### config.mk
export PLATFORM = sky130hd
export DESIGN_NAME = jtframe_romcache_flat
export DESIGN_NICKNAME = d
export VERILOG_FILES = /design/src/rtl/jtframe_romcache_if.sv /design/src/rtl/jtframe_romcache.sv /design/src/flat_wrapper.sv
export SDC_FILE = /design/constraint.sdc
export NUM_CORES = 1
export LEC_CHECK = 0
export ABC_AREA = 1
export CAP_MARGIN = 0
export CORE_ASPECT_RATIO = 1.75
export CORE_MARGIN = 1.5
export CORE_UTILIZATION = 40
export DETAILED_ROUTE_END_ITERATION = 10
export PLACE_DENSITY = 0.63
export SYNTH_ARGS = -nofsm -noshare
export SYNTH_HDL_FRONTEND = slang
export SYNTH_SLANG_ARGS = --single-unit
export TNS_END_PERCENT = 100
### constraint.sdc
create_clock -name clk -period 4.35 [get_ports clk]
set_clock_uncertainty 0.1 [all_clocks]
set_input_delay 0.6525 -clock clk [delete_from_list [all_inputs] [get_ports clk]]
set_output_delay 0.6525 -clock clk [all_outputs]
set_load 0.03 [all_outputs]
### src/rtl/jtframe_romcache_if.sv
// Core/SDRAM-side bus of the ROM read cache: lookup, flush, fill handshake and read data.
interface jtframe_romcache_if #(
  parameter int AW = 18,
  parameter int DW = 8
);
  logic          cen;
  logic          clr;
  logic [AW-1:0] addr;
  logic          addr_ok;
  logic [31:0]   din;
  logic          din_ok;
  logic          we;
  logic          req;
  logic [AW-1:0] addr_req;
  logic          data_ok;
  logic [DW-1:0] dout;

  modport master (output cen, clr, addr, addr_ok, din, din_ok, we,
                  input  req, addr_req, data_ok, dout);
  modport slave  (input  cen, clr, addr, addr_ok, din, din_ok, we,
                  output req, addr_req, data_ok, dout);
endinterface

### src/rtl/jtframe_romcache.sv
// Multi-line round-robin ROM read cache in front of one SDRAM slot; same-cycle hits.
// Optional next-word prefetch: define JTFRAME_ROMCACHE_PREFETCH_EN.
module jtframe_romcache #(
  parameter int AW        = 18,
  parameter int DW        = 8,
  parameter int LINES     = 4,
  parameter int INVERT_A0 = 0
) (
  input  logic               clk,
  input  logic               rst,
  jtframe_romcache_if.slave  bus
);
  localparam int SW  = $clog2(32 / DW);
  localparam int WAW = AW - SW;
  localparam int VW  = (LINES > 1) ? $clog2(LINES) : 1;

  typedef enum logic [1:0] {
    IDLE,
    FILL
`ifdef JTFRAME_ROMCACHE_PREFETCH_EN
    , PREFETCH
`endif
  } state_t;

  state_t                      state_q, state_d;
  logic                        req_q, req_d;
  logic [WAW-1:0]              reqw_q, reqw_d;
  logic                        disc_q, disc_d;
  logic [VW-1:0]               victim_q, victim_d;
  logic [LINES-1:0]            vld_q, vld_d;
  logic [LINES-1:0][WAW-1:0]   tag_q;
  logic [LINES-1:0][31:0]      data_q;

  logic [WAW-1:0] word;
  logic           tag_hit, hit, wr_en, fill_ok;
  logic [31:0]    hdata;
  logic [4:0]     shamt;

  assign word = bus.addr[AW-1:SW];

  generate
    if (SW > 0) begin : g_sub
      logic [SW-1:0] sub;
      always_comb begin
        sub = bus.addr[SW-1:0];
        if (INVERT_A0 != 0 && DW == 8) sub[0] = ~sub[0];
      end
      assign shamt = 5'(sub) << $clog2(DW);
    end else begin : g_nosub
      assign shamt = '0;
    end
  endgenerate

  always_comb begin
    tag_hit = 1'b0;
    hdata   = '0;
    for (int i = 0; i < LINES; i++) begin
      if (vld_q[i] && tag_q[i] == word) begin
        tag_hit = 1'b1;
        hdata   = data_q[i];
      end
    end
    hit = tag_hit & bus.addr_ok;
  end

  assign bus.data_ok  = hit & ~rst;
  assign bus.dout     = (rst || !hit) ? '0 : hdata[shamt +: DW];
  assign bus.req      = req_q & ~rst;
  assign bus.addr_req = rst ? '0 : (AW'(reqw_q) << SW);

  // A flush seen at any point of a fill poisons the returning data
  assign fill_ok = bus.din_ok & bus.we & ~bus.clr & ~disc_q;

`ifdef JTFRAME_ROMCACHE_PREFETCH_EN
  logic [WAW-1:0] pf_word;
  logic           pf_hit, dmiss;
  assign pf_word = reqw_q + WAW'(1);
  // The victim line is being overwritten now, so its old tag does not count
  always_comb begin
    pf_hit = 1'b0;
    for (int i = 0; i < LINES; i++)
      if (vld_q[i] && tag_q[i] == pf_word && VW'(i) != victim_q) pf_hit = 1'b1;
  end
  assign dmiss = bus.cen & bus.addr_ok & ~hit & (word != reqw_q);
`endif

  always_comb begin
    state_d  = state_q;
    req_d    = req_q;
    reqw_d   = reqw_q;
    disc_d   = disc_q | bus.clr;
    victim_d = victim_q;
    wr_en    = 1'b0;
    case (state_q)
      IDLE: begin
        disc_d = 1'b0;
        if (bus.cen && bus.addr_ok && !hit) begin
          state_d = FILL;
          req_d   = 1'b1;
          reqw_d  = word;
        end
      end
      FILL: begin
        if (bus.din_ok && bus.we) begin
          state_d = IDLE;
          req_d   = 1'b0;
          disc_d  = 1'b0;
          if (fill_ok) begin
            wr_en    = 1'b1;
            victim_d = (victim_q == VW'(LINES - 1)) ? '0 : victim_q + VW'(1);
`ifdef JTFRAME_ROMCACHE_PREFETCH_EN
            if (!pf_hit && !dmiss) begin
              state_d = PREFETCH;
              req_d   = 1'b1;
              reqw_d  = pf_word;
            end
`endif
          end
        end
      end
`ifdef JTFRAME_ROMCACHE_PREFETCH_EN
      PREFETCH: begin
        if (bus.din_ok && bus.we) begin
          state_d = IDLE;
          req_d   = 1'b0;
          disc_d  = 1'b0;
          if (fill_ok) begin
            wr_en    = 1'b1;
            victim_d = (victim_q == VW'(LINES - 1)) ? '0 : victim_q + VW'(1);
          end
        end
      end
`endif
      default: state_d = IDLE;
    endcase
  end

  always_comb begin
    vld_d = vld_q;
    if (wr_en) vld_d[victim_q] = 1'b1;
    if (bus.clr) vld_d = '0;
  end

  always_ff @(posedge clk) begin
    if (rst) begin
      state_q  <= IDLE;
      req_q    <= 1'b0;
      reqw_q   <= '0;
      disc_q   <= 1'b0;
      victim_q <= '0;
      vld_q    <= '0;
    end else begin
      state_q  <= state_d;
      req_q    <= req_d;
      reqw_q   <= reqw_d;
      disc_q   <= disc_d;
      victim_q <= victim_d;
      vld_q    <= vld_d;
    end
  end

  always_ff @(posedge clk) begin
    if (!rst && wr_en) begin
      tag_q[victim_q]  <= reqw_q;
      data_q[victim_q] <= bus.din;
    end
  end
endmodule

### src/flat_wrapper.sv
// flat-port wrapper written by rule: the top's interface ports become plain ports
module jtframe_romcache_flat 
#(
  parameter int AW        = 18,
  parameter int DW        = 8,
  parameter int LINES     = 4,
  parameter int INVERT_A0 = 0
)
  (clk, rst, bus_cen, bus_clr, bus_addr, bus_addr_ok, bus_din, bus_din_ok, bus_we, bus_req, bus_addr_req, bus_data_ok, bus_dout);
  jtframe_romcache_if #(.AW(AW), .DW(DW)) bus_i ();
  input  logic clk;
  input  logic rst;
  input wire logic [$bits(bus_i.cen)-1:0] bus_cen;
  input wire logic [$bits(bus_i.clr)-1:0] bus_clr;
  input wire logic [$bits(bus_i.addr)-1:0] bus_addr;
  input wire logic [$bits(bus_i.addr_ok)-1:0] bus_addr_ok;
  input wire logic [$bits(bus_i.din)-1:0] bus_din;
  input wire logic [$bits(bus_i.din_ok)-1:0] bus_din_ok;
  input wire logic [$bits(bus_i.we)-1:0] bus_we;
  output wire logic [$bits(bus_i.req)-1:0] bus_req;
  output wire logic [$bits(bus_i.addr_req)-1:0] bus_addr_req;
  output wire logic [$bits(bus_i.data_ok)-1:0] bus_data_ok;
  output wire logic [$bits(bus_i.dout)-1:0] bus_dout;
  assign bus_i.cen = bus_cen;
  assign bus_i.clr = bus_clr;
  assign bus_i.addr = bus_addr;
  assign bus_i.addr_ok = bus_addr_ok;
  assign bus_i.din = bus_din;
  assign bus_i.din_ok = bus_din_ok;
  assign bus_i.we = bus_we;
  assign bus_req = bus_i.req;
  assign bus_addr_req = bus_i.addr_req;
  assign bus_data_ok = bus_i.data_ok;
  assign bus_dout = bus_i.dout;
  jtframe_romcache #(.AW(AW), .DW(DW), .LINES(LINES), .INVERT_A0(INVERT_A0)) u_core (.clk(clk), .rst(rst), .bus(bus_i));
endmodule
==> flow_summary.toml, run 1 <==
[run_status]
status = "finished clean"

[setup_path]
endpoint_kind = "output pin"
cp-startpoint = "bus_addr[14]"
critical_path.startpoint_type = "primary input"
cp.arrival_ps = 3310
path_class = "primary input to output pin"
reg2reg_from = "u_core.tag_q[2]"
cp.required_ps = 3600
path_max_fanout = 14

[placement]
io_buffer_count = 82
place_congestion = 0.996
placed_area_mm2 = 0.0113
place_inst = 1463
dpl.hpwl_mm = 20.5

[die]
dieWidth_um = 123
placeableCoreArea_mm2 = 0.0246
initial_core_util_pct = 40.8
io_pins = 85
fp-row-count = 76
die_h_um = 213
die_area_mm2 = 0.0261

[grt]
grt_pass1_vias = 7481
grt_first_pass_wirelength_mm = 41.6
grt_overflow = 0
grt_use_total_pct = 21.7
antenna_found_initial = 0
grt_max_degree = 49

[timing]
relSlewSlack_pct = 53.6
setup_viol = 0
hold_viol_final = 0
min_period_ps = 4060
finalMaxSlewViolations = 0
finalCritPeriodShare_pct = 93.3
worst_slew_pin_slew_ps = 694
fmax_ghz = 0.246
setup_tns_ps = 0
rsz0062_at_grt = "false"

[cells_and_area]
mostFrequentLayoutCell = "nand2_1"
diodes = 0
final_cell_count_no_fill = 1499
multi_input_area_mm2 = 0.00314
final_nets = 1234
seqCellArea_mm2 = 0.00625
area_delta_synth_final_pct = 19.0
final_cell_mix = "nand2_1 (340), edfxtp_1 (192), nor2_1 (160)"
layout-drive-gt1-share_pct = 8.85
fillerInstances = 2309
fin_area_mm2 = 0.0119

[cts]
post_cts_buffers = 0
clk_pin_slew_worst_paths_ps = 60
cts-root-buf = "clkbuf_16"
cts_tree = "yes"
clock_sinks = 216
post_cts_resized = 0
clk_path_buf_depth = 3
htree_levels = 1
worstSkewPairLatency_ps = 490
numCtsBuffers = 20
ctsHoldBuffers = 0

[synth]
ys_seq_area_share_pct = 62.2
synth_area_mm2 = 0.0100
ys_ff_latch = 216
yosysWarningCount = 0
netlist_instances = 1073
synthDistinctLibCells = 37
avgSynthCellArea_um2 = 9.36

[routing]
wl_per_cell_um = 18.4
drt_first_pass_iters = 5
viasPerCell = 4.93
ant_nets = 0
routed_wl_mm = 27.6
vias = 7395
drc = 0
drt_iter0_drc = 513

[run]
cap_violations = 0

[power]
vdd_ir_drop_max_mv = 0.208
p_leak_nw = 4.92
power_density_mw_per_mm2 = 361

[min_path]
min_from = "u_core.disc_q"
hold_path.class = "flop to flop"
[metal layers]
layer	GRT usage (%)	up-vias	part of all wire, %	wire length (um)
met3	2.39	83	3.4	941
met1	22.3	3430	35	9760
met4	12.3	0	5.9	1640
met5	0	-	0	0
li1	-	3675	-	-
met2	41.5	207	55	15200
[state kept, by name, indices dropped and copies added, names as in the netlist]
| name | count |
|---|---|
| u_core.data_q | 128 |
| u_core.tag_q | 64 |
| u_core.reqw_q | 16 |
| u_core.vld_q | 4 |
| u_core.victim_q | 2 |
| u_core.disc_q | 1 |
| u_core.req_q | 1 |
[stage by stage]
stage	hold WS, ps	utilization (%)	power (W)	setup slack, ps
after CTS	386	48.5	0.00436	283
after floorplan	337	-	0.00246	677
after detailed placement	370	45.8	0.00261	293
after global routing	406	48.5	0.00445	136
after global placement	360	45.8	0.00260	330
final	381	48.5	0.00431	292
[final timing paths]
path                            depth (start not counted)  slack (ps)               end
worst max-delay path                                   16         290       bus_dout[3]
worst min-delay path                                    2         380     u_core.disc_q
worst min register to register                          2         380     u_core.disc_q
worst max register to register                          8        1740  u_core.reqw_q[1]
[cells by family (layout without fill, tap and decap cells)]
group	after synthesis	after routing	synth area share (%)
xor gates and xnor gates	13	13	1.13
DFF	216	216	62.2
AOI/OAI and AO/OA	90	90	4.48
other	1	2	0.0373
and+or+nand+nor	597	597	24.8
buffers and inverters	152	265	6.89
adders and majority gates	4	4	0.498
[worst max-delay path: stages]
cell	delay (ps)
clkdlybuf4s50_1	540
xor2_1	230
nor2_1	320
nand2_1	80
nor2_1	190
nand2_1	120
nor2_4	360
nor2_1	90
nand2_1	70
nand2_1	60
nand2_1	120
nand2_1	80
nand2_1	60
nand2_1	50
nor2_1	90
buf_4	170
[where the power goes]
group	internal, W	switching [W]
Sequential	0.00227	0.0000148
Combinational	0.000103	0.000168
Clock	0.00103	0.000725
[cell usage after synthesis, drive strengths merged]
master / number / area share, %
nand4: 8 / 0.50
and2: 1 / 0.062
edfxtp: 192 / 57
or3: 1 / 0.062
nand3: 58 / 3.3
nor3b: 1 / 0.075
conb: 1 / 0.037
or2: 3 / 0.19
xnor2: 6 / 0.52
a21oi: 65 / 3.2
clkbuf: 6 / 0.32
nor2: 171 / 6.8
dfxtp: 24 / 4.8
inv: 121 / 4.5
nor3: 5 / 0.47
o21ai: 25 / 1.2
xor2: 7 / 0.61
buf: 25 / 2.0
ha: 4 / 0.50
nand3b: 4 / 0.30
nand2: 344 / 13
and3: 1 / 0.075
[area by class of cell]
cell class | instances | share of cell area [%]
Sequential cell | 216 | 52.3
Multi-Input combinational cell | 706 | 26.3
Timing Repair Buffer | 108 | 8.73
Clock buffer | 33 | 5.46
Inverter | 121 | 3.80
Tap cell | 312 | 3.27
Clock inverter | 3 | 0.188
(Power assumes the default switching activity.)
==> run 2: changes to the inputs <==
--- a/config.mk
+++ b/config.mk
@@ -6,12 +6,13 @@
 export NUM_CORES = 1
 export LEC_CHECK = 0
 export ABC_AREA = 1
-export CAP_MARGIN = 0
+export CAP_MARGIN = 10
 export CORE_ASPECT_RATIO = 1.75
-export CORE_MARGIN = 1.5
+export CORE_MARGIN = 10
 export CORE_UTILIZATION = 40
 export DETAILED_ROUTE_END_ITERATION = 10
 export PLACE_DENSITY = 0.63
+export SLEW_MARGIN = 5
 export SYNTH_ARGS = -nofsm -noshare
 export SYNTH_HDL_FRONTEND = slang
 export SYNTH_SLANG_ARGS = --single-unit
==> run 2 against run 1 <==
Against the previous run: register-to-register slack better by 40 ps; cell count up 0.13%; clock power up 6%; sequential power about the same; worst setup slack worse by 160 ps; first-iteration DRC count up 14%; wire length up 4.1%; core utilization about the same; global-route usage down 4.1 points; non-clock buffer count up 2; combinational power about the same; highest routed layer unchanged.
==> flow_summary.toml, run 2 (synthesis results as in run 1) <==
[run_status]
status = "finished clean"

[setup_path]
cpMostUsedCell = "nand2_1"
path_delay_family = "simple AND/OR/NAND/NOR gates"
crit_slowest_cell = "clkdlybuf4s50_1"
crit_buf_inv = 2
critical_path.startpoint_type = "primary input"
slowest_delay_ps = 540
path_cells = "clkdlybuf4s50_1 > xor2_1 > nor2_1 > nand2_1 > nor2_1 > nand2_1 > nor2_4 > nor2_1 > nand2_1 > nand2_1 > nand2_1 > nand2_1 > nand2_1 > nand2_1 > nor2_1 > buf_4"
cp.arrival_ps = 3470
endpoint_kind = "output pin"
cp.required_ps = 3600
path_class = "primary input to output pin"
path_max_fanout = 14

[placement]
dpl.hpwl_mm = 21.2
place_congestion = 0.987
io_buffer_count = 82
placed_area_mm2 = 0.0113
dp_slack_ps = 55.7

[die]
io_pins = 85
dieWidth_um = 140
placeableCoreArea_mm2 = 0.0247
die_h_um = 230
die_area_mm2 = 0.0321
fp-row-count = 76
initial_core_util_pct = 40.6

[grt]
grt_pass1_vias = 7575
grt_overflow = 0
grt_first_pass_wirelength_mm = 43.7
antenna_found_initial = 0
grt_use_total_pct = 17.6
grt_max_degree = 34

[cells_and_area]
final_nets = 1236
layout-drive-gt1-share_pct = 9.00
largest_reg_flops = 128
top_register = "u_core.data_q"
area_delta_synth_final_pct = 19.4
fin_area_mm2 = 0.0120
fillerInstances = 2332
mostFrequentLayoutCell = "nand2_1"
reg_top3 = "u_core.data_q x128, u_core.tag_q x64, u_core.reqw_q x16"
final_cell_mix = "nand2_1 (340), edfxtp_1 (192), nor2_1 (159)"
diodes = 0

[run]
cap_violations = 0

[power]
power_density_mw_per_mm2 = 368
vdd_ir_drop_max_mv = 0.245
p_leak_nw = 4.93

[cts]
numCtsBuffers = 20
cts-root-buf = "clkbuf_16"
clk_path_buf_depth = 3
clock_sinks = 216
htree_levels = 1
cts_tree = "yes"
worstSkewPairLatency_ps = 510
clk_pin_slew_worst_paths_ps = 60

[timing]
min_period_ps = 4220
fin_ws_ps = 130
fmax_ghz = 0.237
worst_slew_pin_slew_ps = 642
setup_tns_ps = 0
rsz0062_at_grt = "false"
finalCritPeriodShare_pct = 97.0
relSlewSlack_pct = 57.1
holdWs_ps = 364
finalMaxSlewViolations = 0
hold_viol_final = 0
setup_viol = 0

[min_path]
hold_path.class = "flop to flop"

[routing]
routed_wl_mm = 28.7
drc = 0
drt_first_pass_iters = 5
vias = 7337
ant_nets = 0
viasPerCell = 4.89
drt_iter0_drc = 585
wl_per_cell_um = 19.1
==> run 2: cell count changes in the layout (fill, tap and decap cells not counted), moves of 2 or more <==
| cell | previous run | this run |
|---|---|---|
| bufinv_16 | 0 | 3 |
| buf_4 | 31 | 33 |
| clkinv_1 | 0 | 2 |
| clkbuf_8 | 6 | 1 |
| clkinv_2 | 0 | 3 |
==> run 2: through the flow <==
step / utilization, % / power, W / std cells
floorplan: - / 0.00246 / 1074
global placement: 45.7 / 0.00260 / 1465
detailed placement: 45.7 / 0.00260 / 1465
CTS: 48.5 / 0.00444 / 1501
global route: 48.5 / 0.00455 / 1501
finish: 48.5 / 0.00441 / 1501
==> run 2: layer usage <==
layer,up-vias,GRT usage [%],wire (um)
li1,3672,-,-
met1,3395,17.6,10100
met2,198,33.3,15800
met3,72,2.26,1140
met4,0,10.6,1740
met5,-,0,0
==> run 2: what timing repair did <==
action,in CTS,in global routing
hold buffers,0,0
resized for setup,0,1
endpoints found under the setup margin,0,1
buffers inserted,0,0
==> run 2: worst paths after layout <==
kind | from | end | slack [ps] | cells past startpoint
max | bus_addr[14] | bus_dout[4] | 130 | 16
min | u_core.disc_q | u_core.disc_q | 360 | 2
max reg2reg | u_core.tag_q[63] | u_core.reqw_q[1] | 1780 | 11
min reg2reg | u_core.disc_q | u_core.disc_q | 360 | 2
==> run 2: layout make-up <==
cell class / count / area (um^2) / share of cell area [%]
Timing Repair Buffer: 110 / 1060 / 8.83
Clock buffer: 27 / 579 / 4.83
Inverter: 121 / 454 / 3.79
Multi-Input combinational cell: 706 / 3140 / 26.2
Tap cell: 312 / 390 / 3.26
Clock inverter: 9 / 120 / 1.00
Sequential cell: 216 / 6250 / 52.1
==> run 2: worst register-to-register path, cell delays in order, from the launching register on <==
cell and delay, ps:
edfxtp_1 430, nand2_1 110, nand2_1 60, nor2_1 260, nand2_1 120, nor2_2 220, nand3_4 170, nand2_4 120
nor3_4 70, nand2_2 500, o21ai_0 180, a21oi_1 150
==> run 2: report_power, final <==
group / internal, W / total, W / switching, W / leakage (nW)
registers: 0.00227 / 0.00229 / 0.0000147 / 1.93
clock network: 0.00111 / 0.00186 / 0.000742 / 0.340
logic: 0.000103 / 0.000268 / 0.000165 / 2.66
==> run 3: changes to the inputs <==
--- a/config.mk
+++ b/config.mk
@@ -12,6 +12,7 @@
 export CORE_UTILIZATION = 40
 export DETAILED_ROUTE_END_ITERATION = 10
 export PLACE_DENSITY = 0.63
+export SETUP_SLACK_MARGIN = 0.4
 export SLEW_MARGIN = 5
 export SYNTH_ARGS = -nofsm -noshare
 export SYNTH_HDL_FRONTEND = slang
==> run 3 against run 2 <==
Against the previous run: first-iteration DRC count fell by 1.5%; die area is the same; combinational power is essentially flat; core utilization rose by 0.65 points; worst hold slack about the same; via count up 1.6%; sequential share of layout area decreased by 0.69 points; sequential power about the same; total power is essentially flat; largest cell class unchanged.
==> flow_summary.toml, run 3 (synthesis results as in run 1) <==
[die]
dieWidth_um = 140
placeableCoreArea_mm2 = 0.0247
io_pins = 85
die_h_um = 230
fp-row-count = 76
die_area_mm2 = 0.0321
initial_core_util_pct = 40.6

[setup_path]
r2r-end = "u_core.reqw_q[1]"
path_cells = "clkdlybuf4s50_1 > inv_2 > nand2_1 > nand2_1 > nor2_2 > nand2_1 > nor2_4 > nand3_4 > inv_2 > buf_12 > a21oi_1 > nand2_1 > nand2_1 > nand2_1 > nand2_1 > nor2_2 > buf_4"
path_class = "primary input to output pin"
crit_slowest_cell = "clkdlybuf4s50_1"
reg2reg_from = "u_core.tag_q[9]"
crit_buf_inv = 5
ff2ff_setup_slack_ps = 1780
path_max_fanout = 24
slowest_delay_ps = 500
worstRegToRegCells = 13
cpMostUsedCell = "nand2_1"
critical_path.startpoint_type = "primary input"
endpoint_kind = "output pin"
cp.arrival_ps = 3140
cp.required_ps = 3600
path_delay_family = "simple AND/OR/NAND/NOR gates"

[timing]
min_period_ps = 3890
setup_tns_ps = 0
holdWs_ps = 364
worst_slew_pin_slew_ps = 628
finalMaxSlewViolations = 0
finalCritPeriodShare_pct = 89.5
rsz0062_at_grt = "false"
relSlewSlack_pct = 58.0
setup_viol = 0
hold_viol_final = 0
fmax_ghz = 0.257

[cells_and_area]
layout-drive-gt1-share_pct = 10.5
area_delta_synth_final_pct = 21.0
diodes = 0
final_core_util_pct = 49.2
final_cell_mix = "nand2_1 (340), edfxtp_1 (192), nor2_1 (154)"
reg_top3 = "u_core.data_q x128, u_core.tag_q x64, u_core.reqw_q x16"
mostFrequentLayoutCell = "nand2_1"
final_nets = 1246
final_cell_count_no_fill = 1511
top_register = "u_core.data_q"
largest_reg_flops = 128

[cts]
worstSkewPairLatency_ps = 510
ctsHoldBuffers = 0
htree_levels = 1
clk_path_buf_depth = 3
cts_tree = "yes"
clk_pin_slew_worst_paths_ps = 60
cts-root-buf = "clkbuf_16"
clock_sinks = 216
numCtsBuffers = 20

[placement]
io_buffer_count = 82
place_congestion = 0.987
place_inst = 1465
dpl.hpwl_mm = 21.2

[routing]
wl_met1_mm = 10.1
drc = 0
highest_layer = "met4"
drt_first_pass_iters = 5
wl_met3_mm = 1.30
routed_wl_mm = 28.8
met2WireLength_mm = 15.7
viasPerCell = 4.94
drt_iter0_drc = 576
ant_nets = 0
vias = 7458
wl_per_cell_um = 19.1

[min_path]
min_path_cells = 2
hold_path.class = "flop to flop"
hold_path_end = "u_core.disc_q"
min_from = "u_core.disc_q"

[power]
vdd_ir_drop_max_mv = 0.247
p_sw_w = 0.000923
p_leak_nw = 5.11
power_frac_comb_pct = 6.1
p_sw_share_pct = 20.9
clkPwrFrac_pct = 42.1
power_density_mw_per_mm2 = 363
finalPower_w = 0.00441
seq_power_share_pct = 51.8
intPower_w = 0.00349

[grt]
grt_overflow = 0
grt_first_pass_wirelength_mm = 43.7
grt_max_degree = 34
grt_use_total_pct = 17.6
antenna_found_initial = 0
grt_pass1_vias = 7599

[run]
cap_violations = 0

[run_status]
status = "finished clean"
==> run 3: changes by cell type in the layout (fill, tap and decap cells not counted), sizes merged <==
cell and delta:
dlymetal6s2s +9, dlygate4sd2 +5, clkdlybuf4s50 -14, buf +10
==> run 3: worst max-delay path by stage <==
stage	from	end	slack, ps	cells after the start
after detailed placement	bus_addr[14]	bus_dout[4]	60	17
final	bus_addr[17]	bus_dout[4]	460	17
after CTS	bus_addr[8]	bus_dout[4]	400	15
after floorplan	bus_clr	u_core.data_q[0]	680	5
after global routing	bus_addr[9]	bus_dout[4]	400	19
after global placement	bus_addr[14]	bus_dout[4]	120	17
==> run 3: layout make-up <==
class	count	area [um^2]
multi-input cells	706	3190
clock inverters	9	120
inverters	121	457
well taps	312	390
clock buffers	27	579
repair buffers	120	1170
flip-flops and latches	216	6250
fillers	2310	12600
==> run 3: routing by layer <==
metal,up-vias,global-route usage [%]
met4,0,10.9
li1,3694,-
met1,3451,17.6
met5,-,0
met3,75,2.28
met2,238,33.2
==> run 3: tightest hold or removal path: stages, from the launching register on <==
cell and delay [ps]:
dfxtp_1 310, nor2_1 40, nor2_1 80
==> run 3: per-stage QoR <==
step,worst slack (ps),area (um^2)
2_1_floorplan,677,10000
3_3_place_gp,124,11300
3_5_place_dp,55.7,11300
4_1_cts,401,12000
5_1_grt,404,12200
6_report,459,12200
==> run 3: power by group through the flow <==
stage	combinational, W	sequential [W]	clock [W]
4_1_cts	0.000271	0.00229	0.00189
6_report	0.000268	0.00229	0.00186
2_1_floorplan	0.000132	0.00233	0
3_5_place_dp	0.000268	0.00233	0
5_1_grt	0.000295	0.00229	0.00197
3_3_place_gp	0.000269	0.00233	0
==> run 3: what timing repair did <==
| item | 4_1_cts | 5_1_grt |
|---|---|---|
| pin swaps | 1 | 1 |
| gates resized for setup | 13 | 15 |
| buffers inserted | 3 | 7 |
| setup endpoints to repair | 8 | 8 |
| endpoints found under the hold margin | 0 | 0 |
